**src/rtl/alu_op_executor.sv**
```systemverilog
// Instruction-store ALU stage: fetches {opcode, A, B} from entry[address], executes it
// (multi-cycle shift-add for MUL) and pulses op_done so the address generator can advance.
module alu_op_executor #(
  parameter int WIDTH = 8
) (
  input  logic                   clk,
  input  logic                   reset,
  input  logic                   run,
  input  logic [2:0]             address,
  input  logic                   wr_en,
  input  logic [2:0]             wr_addr,
  input  logic [3+2*WIDTH-1:0]   wr_data,
  output logic                   op_done,
  output logic [2*WIDTH-1:0]     result,
  output logic                   carry,
  output logic                   zero,
  output logic                   busy
);

  localparam int PW = 2 * WIDTH;
  localparam int EW = 3 + PW;
  localparam int SW = $clog2(WIDTH);
  localparam logic [SW-1:0] LAST_STEP = SW'(WIDTH - 1);

  localparam logic [2:0] OP_ADD  = 3'b000;
  localparam logic [2:0] OP_SUB  = 3'b001;
  localparam logic [2:0] OP_AND  = 3'b010;
  localparam logic [2:0] OP_OR   = 3'b011;
  localparam logic [2:0] OP_XOR  = 3'b100;
  localparam logic [2:0] OP_MUL  = 3'b101;
  localparam logic [2:0] OP_SHL1 = 3'b110;
  localparam logic [2:0] OP_PASS = 3'b111;

  typedef enum logic [1:0] {IDLE, FETCH, EXEC, DONE} state_t;

  state_t              state;
  state_t              state_nxt;
  logic [EW-1:0]       store [8];
  logic [EW-1:0]       fetch_entry;
  logic [2:0]          opc;
  logic [WIDTH-1:0]    op_a;
  logic [WIDTH-1:0]    op_b;
  logic [PW-1:0]       acc;
  logic [PW-1:0]       acc_step;
  logic [PW-1:0]       mcand;
  logic [WIDTH-1:0]    mplier;
  logic [SW-1:0]       step;
  logic                mul_last;
  logic [PW:0]         alu_out;

  // Single-cycle operations; returns {carry, zero-extended result}. MUL is not handled here.
  function automatic logic [PW:0] alu_eval(input logic [2:0] op,
                                           input logic [WIDTH-1:0] a,
                                           input logic [WIDTH-1:0] b);
    logic [WIDTH:0]   sum;
    logic [WIDTH-1:0] diff;
    logic [PW-1:0]    res;
    logic             cy;
    sum  = {1'b0, a} + {1'b0, b};
    diff = a - b;
    res  = '0;
    cy   = 1'b0;
    case (op)
      OP_ADD:  begin res = PW'(sum);  cy = sum[WIDTH]; end
      OP_SUB:  begin res = PW'(diff); cy = (a < b);    end
      OP_AND:  res = PW'(a & b);
      OP_OR:   res = PW'(a | b);
      OP_XOR:  res = PW'(a ^ b);
      OP_SHL1: begin res = PW'({a, 1'b0}); cy = a[WIDTH-1]; end
      OP_PASS: res = PW'(a);
      default: res = '0;
    endcase
    return {cy, res};
  endfunction

  assign fetch_entry = store[address];
  assign alu_out     = alu_eval(opc, op_a, op_b);
  assign acc_step    = mplier[0] ? acc + mcand : acc;
  assign mul_last    = (step == LAST_STEP);
  assign op_done     = (state == DONE);
  assign busy        = (state != IDLE);

  always_comb begin
    state_nxt = state;
    case (state)
      IDLE:    if (run) state_nxt = FETCH;
      FETCH:   state_nxt = EXEC;
      EXEC:    if (opc != OP_MUL || mul_last) state_nxt = DONE;
      DONE:    state_nxt = run ? FETCH : IDLE;
      default: state_nxt = IDLE;
    endcase
  end

  // Instruction store: FETCH sees pre-edge contents because both use the same edge.
  always_ff @(posedge clk or negedge reset) begin
    if (!reset) begin
      for (int i = 0; i < 8; i++) store[i] <= '0;
    end else if (wr_en) begin
      store[wr_addr] <= wr_data;
    end
  end

  always_ff @(posedge clk or negedge reset) begin
    if (!reset) begin
      state  <= IDLE;
      opc    <= '0;
      op_a   <= '0;
      op_b   <= '0;
      acc    <= '0;
      mcand  <= '0;
      mplier <= '0;
      step   <= '0;
      result <= '0;
      carry  <= 1'b0;
      zero   <= 1'b0;
    end else begin
      state <= state_nxt;
      case (state)
        // FETCH: latch operands and seed the shift-add multiplier
        FETCH: begin
          opc    <= fetch_entry[EW-1 -: 3];
          op_a   <= fetch_entry[PW-1 -: WIDTH];
          op_b   <= fetch_entry[WIDTH-1:0];
          acc    <= '0;
          mcand  <= PW'(fetch_entry[PW-1 -: WIDTH]);
          mplier <= fetch_entry[WIDTH-1:0];
          step   <= '0;
        end
        // EXEC: one multiplier bit per cycle for MUL; everything else finishes now
        EXEC: begin
          if (opc == OP_MUL) begin
            acc    <= acc_step;
            mcand  <= {mcand[PW-2:0], 1'b0};
            mplier <= mplier >> 1;
            step   <= step + SW'(1);
            if (mul_last) begin
              result <= acc_step;
              carry  <= |acc_step[PW-1:WIDTH];
              zero   <= (acc_step == '0);
            end
          end else begin
            result <= alu_out[PW-1:0];
            carry  <= alu_out[PW];
            zero   <= (alu_out[PW-1:0] == '0);
          end
        end
        default: ;
      endcase
    end
  end

endmodule
```
**config.mk**
```make
export PLATFORM = sky130hd
export DESIGN_NAME = alu_op_executor
export DESIGN_NICKNAME = d
export VERILOG_FILES = /design/src/rtl/alu_op_executor.sv
export SDC_FILE = /design/constraint.sdc
export NUM_CORES = 1
export LEC_CHECK = 0
export ABC_CLOCK_PERIOD_IN_PS = 4000
export CAP_MARGIN = 10
export CORE_ASPECT_RATIO = 0.5
export CORE_UTILIZATION = 55
export CTS_BUF_LIST = sky130_fd_sc_hd__clkbuf_16
export CTS_CLUSTER_SIZE = 20
export DETAILED_ROUTE_END_ITERATION = 7
export HOLD_SLACK_MARGIN = 0.02
export PLACE_DENSITY = 0.73
export SYNTH_ARGS = -nofsm -noshare
export SYNTH_HDL_FRONTEND = slang
export SYNTH_SLANG_ARGS = --single-unit
export TNS_END_PERCENT = 10
```
**constraint.sdc**
```tcl
create_clock -name clk -period 4 [get_ports clk]
set_clock_uncertainty 0.1 [all_clocks]
set_input_delay 0.6 -clock clk [delete_from_list [all_inputs] [get_ports clk]]
set_output_delay 0.6 -clock clk [all_outputs]
set_load 0.01 [all_outputs]
```
; Yosys cells after proc, flatten, opt, wreduce, memory -nomap -nowiden
; Cells that the tools add are included.
[totals]
regBits = 234
in_bits = 29
output_inout_bits = 20
word_cells = 87
[classes]
add_sub_neg = 4
magnitude_cmp = 4
n_eq_ne = 16
muxes = 27
bitwise = 5
n_reduce_logical = 12
[ops]
columns = op, count
row1 = $bwmux W152, 1
row2 = $mux W16, 5
row3 = $pmux W16 S2, 2
row4 = $pmux W9 S7, 1
row5 = $bmux W19 S3, 1
row6 = $demux W19 S3, 1
row7 = $mux W19, 3
row8 = $logic_not A16 Y1, 2
row9 = $add A16 B16 Y16, 1
row10 = $pmux W8 S2, 1
row11 = $eq A3 B3 Y1 const B, 5
row12 = $add A8 B8 Y9, 1
row13 = $and A8 B8 Y8, 1
row14 = $ge A4 B4 Y1 const B, 2
row15 = $lt A8 B8 Y1, 1
row16 = $mux W8, 1
row17 = $ne A2 B2 Y1 const B, 4
row18 = $not A3 Y4, 2
row19 = $or A8 B8 Y8, 1
row20 = $pmux W2 S4, 1
row21 = $reduce_or A8 Y1, 1
row22 = $sub A8 B8 Y8, 1
row23 = $xor A8 B8 Y8, 1
row24 = $eq A3 B2 Y1 const B, 2
row25 = other kinds (17), 26

; Depth between registers and ports, before layout
[depth]
ltp_word = 6
mapped_depth = 11
mapped_depth_nobuf = 11

; Least setup slack after synthesis
; No wires, ideal clock.
[synth_path]
path_type = register -> register
from = register op_a[6]
to = register zero
setup_time_ns = 0.095
arrival_time_ns = 2.677
required_ns = 3.805
path_slack_ns = 1.128
stages_incl_launch_ff = 11
n_path_buf = 0
period_less_slack_ns = 2.872
cell_sequence = dfrtp_1 > inv_1 > ha_1 > clkinv_1 > mux4_2 > a22o_1 > a2111oi_4 > a22oi_1 > or4b_1 > o41a_1 > o31ai_1
[synth_between]
elab_chain_cells = 4
elab_cells_between_ends = 8
cone_classes = 2 x add/sub / 2 x mux / 3 x bitwise / 1 x reduce/logical
[synth_lines]
columns = element, line
row1 = from (decl), 41  ; logic [WIDTH-1:0] op_a;
row2 = from (signal assigned), 122  ; op_a <= fetch_entry[PW-1 -: WIDTH];
row3 = $sub A8 B8 Y8 (tied with other cells), 60  ; diff = a - b;
row4 = $pmux W9 S7 *, 63  ; case (op)
row5 = $logic_not A16 Y1 *, 144  ; zero <= (alu_out[PW-1:0] == '0);
row6 = $mux W1 *, 131  ; if (opc == OP_MUL) begin
row7 = to (signal assigned), 139  ; zero <= (acc_step == '0);
row8 = to (signal assigned), 144
row9 = to (decl), 16  ; output logic zero,
; Every way passes the cells marked *; elsewhere a longest branch is shown, timed or not.
; A chain may end at the register's enable or synchronous reset.

; Worst setup path in the final report
[layout_path]
from = register op_a[0]
to = register zero
; Same word-level chain as after synthesis.

==> out/qor.csv <==
stage,metric,value,unit
grt,pin count of the biggest net entering global routing,100,
pwr,Peak VDD IR,0.000326,V
timing,worst setup margin,0.827,ns
yosys,Post-synth EDFFs,0,
run,maxcap violations,0,
routing,final WL,29.4,mm
floorplanning,die area,23600,µm²
setup_path,Worst setup EP type,flip-flop,
pwr,Leak,0.00620,µW
setup_path,CP arrival,3.51,ns
grt,GRT overflow,0,
timing,Max Freq,315,MHz
routing,Routed Antenna Nets,0,
routing,1st-iter DRT viols,782,
yosys,commonest register cell after synthesis,dfrtp_1,
setup_path,R2R Path Start,op_a[0],
clock_tree,TritonCTS clock tree,built,
hold_path,hold path cells,2,
timing,fin crit period,3.17,ns
placement,gpl congestion,0.881,
final_layout,# diodes,0,
clock_tree,Worst-Skew Late Latency,0.54,ns
yosys,post-synth top area share,46.5,%
setup_path,Reg2Reg Depth,10,
floorplanning,# IOs,49,
setup_path,reg-to-reg critical path endpoint,zero,
setup_path,critical path startpoint category,flip-flop,
timing,RSZ-0062 raised after global routing,no,
floorplanning,row count,38,
clock_tree,clock transition at the registers of the reported paths,0.07,ns
placement,Area after DPL,13400,µm²
grt,first-pass GRT wire length,47.4,mm
routing,drt wl/cell,20.2,µm
hold_path,Hold Path Class,reg -> reg,
timing,period utilisation layout,79.3,%
final_layout,Finished Cell Area,14100,µm²
final_layout,Syn-to-layout area delta,12.3,%
routing,Residual DRC,0,
clock_tree,htree depth,1,
clock_tree,Max clock buf depth,3,
setup_path,buffer and inverter count on the worst path,1,
clock_tree,Post-CTS Setup Bufs,0,
timing,Final Setup Violations,0,
hold_path,hold path startpoint,result[6],
placement,port bufs,48,
final_layout,final core occ,64.1,%
yosys,"top cells by area, synth","dfrtp_1 46%, mux2_2 14%, mux4_2 7.2%, ha_1 4.6%, nand2_1 4.1%",
setup_path,Critical-path top delay cell,or4b_1,
grt,total track usage,25.9,%
final_layout,share of cells above drive strength 1,22.8,%
setup_path,CP max FO,5,
clock_tree,Root Driver,clkbuf_16,
setup_path,cell family with most CP delay,compound AO/OA/AOI/OAI gates,
yosys,post-synthesis sequential area ratio,46.5,%
grt,initial antenna violation count,1,
floorplanning,die height,109,µm
routing,via count,8911,
timing,Pins Over Slew Limit,0,
routing,vias per std cell,6.12,
final_layout,nets,1219,
timing,Worst Tran Pin Value,0.977,ns
yosys,mapped cell area,12600,µm²
hold_path,Hold Crit Endpoint,result[6],
floorplanning,core outline area,22100,µm²
yosys,synth warn,0,
clock_tree,Num CTS Buffers,22,
placement,detailed placer's ending HPWL,19.8,mm
pwr,PwrDens,671,nW/µm²
status,status,"complete, no violations",
setup_path,crit-path cells,"inv_1, ha_1, fa_1, o21bai_1, a211oi_1, a2111oi_4, a22oi_1, or4b_1, o41a_1, o31ai_1",
routing,Pre-antenna DRT Iters,5,
floorplanning,Chip Width,216,µm
timing,Max-slew headroom,34.7,%
yosys,Yosys top cell by area,dfrtp_1,
grt,vias in the first global route,8735,
yosys,"FF+latch count, synth",234,
placement,DP Worst Slack,0.877,ns
yosys,synth cell count leaders,"234 x dfrtp_1, 155 x mux2_2, 137 x nand2_1",
yosys,cell with the most instances after synthesis,dfrtp_1,
yosys,Async SR Flop Fraction,100,%
yosys,"Avg Cell Area, Syn",11.3,µm²
floorplanning,Initial Utilization,57.1,%
timing,total negative slack,0,ns
setup_path,"Req. time, crit path",4.33,ns
yosys,syn_nets,1191,
setup_path,flop2flop setup slack,0.83,ns
setup_path,crit-path max cell delay,0.49,ns
setup_path,WS Path Type,reg -> reg,
yosys,Mapped Cells,1113,
clock_tree,clk sinks,234,
yosys,"Distinct cells, synth",68,
timing,Final Hold Viols,0,
## final cells by class
cell class / instances / area (µm²)
clock buffers: 22 / 551
clock inverters: 17 / 150
fillers: 1725 / 7910
inverters: 31 / 116
multi-input cells: 778 / 6380
flip-flops and latches: 234 / 5860
well taps: 300 / 375
repair buffers: 74 / 723
## registers in the layout, summed over array words and instances, names as in the netlist
register	flops
acc	16
op_a	8
opc	3
result	16
mplier	8
step	3
carry	1
store	152
mcand	16
zero	1
op_b	8
state	2
## tightest hold or removal path, stage by stage, from the launching register on
cell and delay (ns):
dfrtp_1 0.34, nand2_1 0.05, nand2_1 0.04
## where the power goes
part | switching [µW] | total (µW) | internal (µW) | leakage [µW]
combinational | 2200 | 3930 | 1740 | 0.00297
sequential | 501 | 3490 | 2990 | 0.00287
clock | 934 | 2070 | 1140 | 0.000357
total | 3630 | 9490 | 5860 | 0.00620
## per-layer routing
layer / GRT usage (%) / share of wire (%) / vias to the layer above
met5: 0 / 0.044 / -
met4: 5.23 / 1.7 / 2
met3: 3.88 / 4.9 / 36
met2: 41.9 / 46 / 246
met1: 37.5 / 47 / 4512
li1: - / - / 4115
## worst max path at each step
stage | start | end | slack [ns] | cells after the start
2_1_floorplan | op_a[6] | zero | 1.13 | 10
3_3_place_gp | op_a[6] | zero | 0.99 | 10
3_5_place_dp | op_a[0] | zero | 0.88 | 10
4_1_cts | op_a[0] | zero | 0.85 | 10
5_1_grt | op_a[0] | zero | 0.67 | 11
6_report | op_a[0] | zero | 0.83 | 10
## cells in the final DEF, fill, tap and decap left out, types with 4 or more instances in the layout
master | Yosys | final
a211oi_1 | 6 | 6
a21o_1 | 8 | 8
a21oi_1 | 40 | 40
a22oi_1 | 7 | 7
a31oi_1 | 6 | 6
and2_1 | 4 | 4
and4_1 | 6 | 6
buf_12 | 0 | 4
buf_4 | 0 | 21
clkbuf_16 | 0 | 22
clkdlybuf4s50_1 | 0 | 45
clkinv_1 | 1 | 6
dfrtp_1 | 234 | 234
ha_1 | 46 | 45
inv_1 | 29 | 34
mux2_2 | 155 | 155
mux2i_1 | 30 | 30
mux4_2 | 40 | 40
nand2_1 | 137 | 137
nand2b_1 | 12 | 12
nand3_1 | 43 | 43
nand4_1 | 5 | 5
nor2_1 | 31 | 31
nor3_1 | 15 | 13
nor3b_1 | 6 | 4
o211ai_1 | 11 | 11
o21a_1 | 21 | 21
o21ai_0 | 71 | 71
o21bai_1 | 4 | 4
xnor2_1 | 7 | 7
xor2_1 | 5 | 5
## cell families (layout without fill, tap and decap cells)
kind of cell / after synthesis / count (layout) / share of synthesized area [%]
buf+inv: 101 / 144 / 3.08
compound gates: 213 / 213 / 10.9
flops: 234 / 234 / 46.5
mux: 225 / 225 / 23.4
fa+ha+maj: 49 / 49 / 5.05
simple gates: 279 / 279 / 10.3
xor+xnor: 12 / 12 / 0.834
## repair_timing
| action | 4_1_cts | 5_1_grt |
|---|---|---|
| resized for setup | 0 | 0 |
| hold endpoints to repair | 37 | 0 |
| hold buffers | 1 | 0 |
## stage by stage
step,cells,power [µW],hold WS [ns]
2_1_floorplan,1113,6250,0.204
3_3_place_gp,1416,7250,0.353
3_5_place_dp,1416,7400,0.356
4_1_cts,1456,9500,0.370
5_1_grt,1456,10100,0.398
6_report,1456,9490,0.364
No activity file was read; power rests on OpenSTA's default activity.
